`src/rtl/sipo_pkg.sv`:
```
// rtl/sipo_pkg.sv - shared widths for the serial-to-parallel deserializer
package sipo_pkg;

  localparam int BYTE_W = 8;

endpackage : sipo_pkg

```
`src/rtl/sipo.sv`:
```
// rtl/sipo.sv - valid-qualified serial-in/parallel-out deserializer
module sipo
  import sipo_pkg::*;
#(
  parameter int DATA_WIDTH = BYTE_W,
  parameter bit LSB_FIRST  = 1'b1
) (
  input  logic                  clk,
  input  logic                  rst_n,
  input  logic                  data_serial_i,
  input  logic                  valid_serial_i,
  output logic [DATA_WIDTH-1:0] data_parallel_o,
  output logic                  byte_ready_o
);

  localparam int CNT_W = $clog2(DATA_WIDTH);

  logic [DATA_WIDTH-1:0] r_shift;
  logic [CNT_W-1:0]      r_cnt;
  logic [DATA_WIDTH-1:0] r_data;
  logic                  r_ready;

  logic [DATA_WIDTH-1:0] w_shift_next;
  logic                  w_last;

  // The completing bit is folded into the word on its own edge, so the
  // parallel register loads from the next-shift value, not the old one.
  generate
    if (LSB_FIRST) begin : g_lsb_first
      assign w_shift_next = {data_serial_i, r_shift[DATA_WIDTH-1:1]};
    end else begin : g_msb_first
      assign w_shift_next = {r_shift[DATA_WIDTH-2:0], data_serial_i};
    end
  endgenerate

  assign w_last = valid_serial_i && (r_cnt == CNT_W'(DATA_WIDTH - 1));

  always_ff @(posedge clk or negedge rst_n) begin
    if (!rst_n) begin
      r_shift <= '0;
      r_cnt   <= '0;
      r_data  <= '0;
      r_ready <= 1'b0;
    end else begin
      r_ready <= w_last;
      if (valid_serial_i) begin
        r_shift <= w_shift_next;
        r_cnt   <= w_last ? '0 : r_cnt + 1'b1;
      end
      if (w_last) begin
        r_data <= w_shift_next;
      end
    end
  end

  assign data_parallel_o = r_data;
  assign byte_ready_o    = r_ready;

endmodule : sipo

```
`config.mk`:
```
export PLATFORM = sky130hd
export DESIGN_NAME = sipo
export DESIGN_NICKNAME = d
export VERILOG_FILES = /design/src/rtl/sipo_pkg.sv /design/src/rtl/sipo.sv
export SDC_FILE = /design/constraint.sdc
export NUM_CORES = 1
export LEC_CHECK = 0
export BUFFER_PORTS_ARGS = -buffer_cell sky130_fd_sc_hd__buf_2
export CORE_MARGIN = 5
export CORE_UTILIZATION = 42
export DETAILED_ROUTE_END_ITERATION = 8
export SLEW_MARGIN = 5
export SYNTH_ARGS = -nofsm -noshare
export SYNTH_HDL_FRONTEND = slang
export SYNTH_SLANG_ARGS = --single-unit
```
`constraint.sdc`:
```
create_clock -name clk -period 1.9 [get_ports clk]
set_clock_uncertainty 0.05 [all_clocks]
set_input_delay 0.285 -clock clk [delete_from_list [all_inputs] [get_ports clk]]
set_output_delay 0.285 -clock clk [all_outputs]
set_load 0.01 [all_outputs]
```
# --- Word level (Yosys, flattened, before mapping) ---
# Index checks and enable logic that the tools add are counted.
word_totals:
  output_inout_bits: 9
  ff_bits: 20
  input_bits: 4
classes:
  add_sub_neg: 1
  n_eq_ne: 1
  reduce_logical: 1
  mux: 1
ops:
  columns: ["cell", "n"]
  rows:
  - ["adder 3 x 1 -> 3 bit (second input constant)", 1]
  - ["equality test 3 bit (second input constant)", 1]
  - ["2-to-1 mux 3 bit", 1]
  - ["logical AND 1 bit", 1]

# --- Depth between registers and ports, before layout ---
depth:
  depth_word: 3
  ltp_mapped: 4

# --- Worst setup path before layout ---
# No wires, ideal clock.
synth_timing:
  kind: "flip-flop to flip-flop"
  startpoint: "reg r_cnt[0]"
  endpoint: "reg r_data[0] (netlist: data_parallel_o[0])"
  t_arrival_ns: 1.206
  required_ns: 1.725
  slack_ns: 0.519
  stages_incl_launch_ff: 5
  period_less_slack_ns: 1.381
  path_cell_list: "dfrtp_1 > ha_1 > ha_1 > nand2_4 > mux2_4"
synth_between:
  elab_chain_cells: 2
synth_rtl:
  columns: ["item", "line", "source"]
  rows:
  - ["start: declaration", "sipo.sv:19", "logic [CNT_W-1:0] r_cnt;"]
  - ["start signal: assignment", "sipo.sv:48", "r_cnt <= w_last ? '0 : r_cnt + 1'b1;"]
  - ["equality test 3 bit", "sipo.sv:36", "assign w_last = valid_serial_i && (r_cnt == CNT_W'(DATA_WIDTH - 1));"]
  - ["logical AND 1 bit", "sipo.sv:36", null]
  - ["end signal: assignment", "sipo.sv:51", "r_data <= w_shift_next;"]
  - ["end: declaration", "sipo.sv:20", "logic [DATA_WIDTH-1:0] r_data;"]
# Every way passes these cells.
# A chain may end at the register's enable or synchronous reset.

# --- Worst setup path in the final report ---
layout_timing:
  startpoint: "reg r_cnt[0]"
  endpoint: "reg r_data[5] (netlist: data_parallel_o[5])"
# The elaborated chain is that of the path after synthesis.

==> impl_metrics.env <==
export IMPL_outcome="complete, no violations"
export IMPL_grt_setup_unrepaired="false"
export IMPL_cell_type_with_the_largest_total_area_after_synthesis="dfrtp_1"
export IMPL_timing_slew_headroom=0.728
export IMPL_ys_top_cells_by_area="dfrtp_1, mux2_4, mux2_2"
export IMPL_cts_root_buf="clkbuf_4"
export IMPL_cellLeakagePower_nw=0.472
export IMPL_antenna_found_initial=0
export IMPL_cts_inserted_buffers=3
export IMPL_ctsLongestPathBuffers=2
export IMPL_area_added_between_synthesis_and_finish_pct=15.4
export IMPL_slew_violations=0
export IMPL_fin_util=0.512
export IMPL_clock_transition_at_the_registers_of_the_reported_paths_ns=0.10
export IMPL_dieArea_mm2=0.00278
export IMPL_synth_seq_cells=19
export IMPL_path_class="reg -> reg"
export IMPL_final_area_um2=883
export IMPL_gp_congestion=0.649
export IMPL_timing_final_hold_violations=0
export IMPL_detailedRoute_firstPassIterationCount=1
export IMPL_crit_arrival_ns=1.58
export IMPL_initial_core_util=0.443
export IMPL_die_w_um=52.7
export IMPL_period_needed_ns=1.45
export IMPL_synth_flop_cell="dfrtp_1"
export IMPL_boundaryPins=13
export IMPL_number_of_enable_type_register_cells_in_the_synthesized_netlist=0
export IMPL_port_buffers=12
export IMPL_critical_path_startpoint_type="register"
export IMPL_tns_ns=0
export IMPL_max_slew_worst_pin_slew_ns=0.407
export IMPL_antenna_cells=0
export IMPL_yosys_warnings=0
export IMPL_finalSetupViolCount=0
export IMPL_ir_drop_v=0.000623
export IMPL_yosys_cell_count_top_type="dfrtp_1"
export IMPL_fin_crit_sh=0.764
export IMPL_post_synth_instance_area_um2=766
export IMPL_worst_hold_path_type="in -> reg"
export IMPL_post_route_cells_drive_above_1_share=0.550
export IMPL_synth_async_reset_ratio=1.00
export IMPL_maxCapViolCount=0
export IMPL_cts_htree_levels=1
export IMPL_ys_seq_area_frac=0.621
export IMPL_grt_first_pass_wirelength_um=2030
export IMPL_timing_critical_path_to_type="register"
export IMPL_tritoncts_num_sinks=19
export IMPL_globalRoute_totalOverflow=0
export IMPL_final_net_count=67
export IMPL_cell_area_reported_after_detailed_placement_um2=846
export IMPL_synthesis_instances=44
export IMPL_ctsResizeCount=0
export IMPL_final_critical_path_setup_slack_ns=0.448
export IMPL_chipHeight_um=52.7
export IMPL_floorplan_rows=15
export IMPL_dpl_worst_slack_ns=0.441
export IMPL_core_area_mm2=0.00173
export IMPL_synth_fp_nets=50
export IMPL_worstSkewPairLatency_ns=0.29
export IMPL_ys_top_cells_by_count="dfrtp_1, mux2_2, mux2_4"
export IMPL_drt_drc_violations_left=0
export IMPL_drt_vias_per_instance=4.62
export IMPL_num_vias=393
export IMPL_maxClockFrequency_mhz=689
export IMPL_synth_cell_type_count=9
export IMPL_power_density_mw_per_mm2=1370
export IMPL_worst_ep_required_time_ns=2.03
export IMPL_routedWlPerCell_um=13.2
export IMPL_critPathMaxFanout=9
export IMPL_cts_tree="yes"
export IMPL_final_antenna_net_count=0
export IMPL_grt_pass1_vias=458
export IMPL_drt_first_iter_violations=0
export IMPL_detailed_place_hpwl_um=816
export IMPL_maximum_number_of_pins_on_one_net_before_global_route_repair=20
export IMPL_syn_mean_instance_area_um2=17.4
export IMPL_postRouteWirelength_um=1120
export IMPL_power_total_w=0.00121
export IMPL_grt_total_usage=0.103
export IMPL_yosysTopAreaCellShare=0.621
-- worst max-delay path: stages (launching register included) --
cell and delay (ns):
dfrtp_1 0.39, ha_1 0.21, ha_1 0.22, nand2_4 0.16, mux2_4 0.31
-- sequential cells by signal, indices dropped and copies added (netlist names) --
register,count
r_shift,7
data_parallel_o,8
byte_ready_o,1
r_cnt,3
-- final cells by class --
class	count	area (µm²)
fillers	160	843
flip-flops and latches	19	475
multi-input cells	22	272
repair buffers	13	70.1
well taps	25	31.3
clock buffers	3	22.5
inverters	2	7.51
clock inverters	1	5.00
-- layer usage --
layer	vias to the layer above	track usage	part of all wire
li1	186	-	-
met3	0	0.0513	0.040
met1	197	0.116	0.45
met5	-	0	0
met4	0	0.0128	0
met2	10	0.178	0.51
-- cells by family after synthesis --
kind of cell,synth area share
adders and majority gates,0.0327
buffers and inverters,0.0245
AOI/OAI and AO/OA,0.0229
and+or+nand+nor,0.0245
muxes,0.275
DFF,0.621
-- stage by stage --
step,hold slack [ns],cells
2_1_floorplan,-0.0606,44
3_3_place_gp,0.194,80
3_5_place_dp,0.193,80
4_1_cts,0.188,85
5_1_grt,0.176,85
6_report,0.200,85
-- placed cells by master, fill, tap and decap left out, drive strengths merged --
cell type and n:
a22o 2, and2b 1, buf 12, clkbuf 3, clkinv 1, dfrtp 19, dlygate4sd3 1, ha 2
inv 2, mux2 16, nand2 1
-- repair_timing --
| item | CTS | global route |
|---|---|---|
| setup endpoints to repair | 0 | 0 |
| hold buffers | 1 | 0 |
| hold endpoints to repair | 19 | 0 |
| setup buffers | 0 | 0 |
-- power by group --
part           switching [W]  internal [W]  total, W
logic               0.000146      0.000239  0.000385
registers          0.0000839      0.000548  0.000632
clock network       0.000114     0.0000782  0.000192
total               0.000344      0.000865   0.00121
-- final timing paths --
check,startpoint,to,slack [ns],cells past startpoint
hold / removal,data_serial_i,data_parallel_o[7],0.20,2
setup / recovery,r_cnt[0],data_parallel_o[5],0.45,4
setup reg to reg,r_cnt[0],data_parallel_o[5],0.45,4
max in group asynchronous,rst_n,r_shift[5],1.12,2
hold reg to reg,data_parallel_o[6],data_parallel_o[6],0.47,1
min in group asynchronous,rst_n,r_cnt[2],0.40,2
Note: power is estimated with default switching activity, not from simulation.
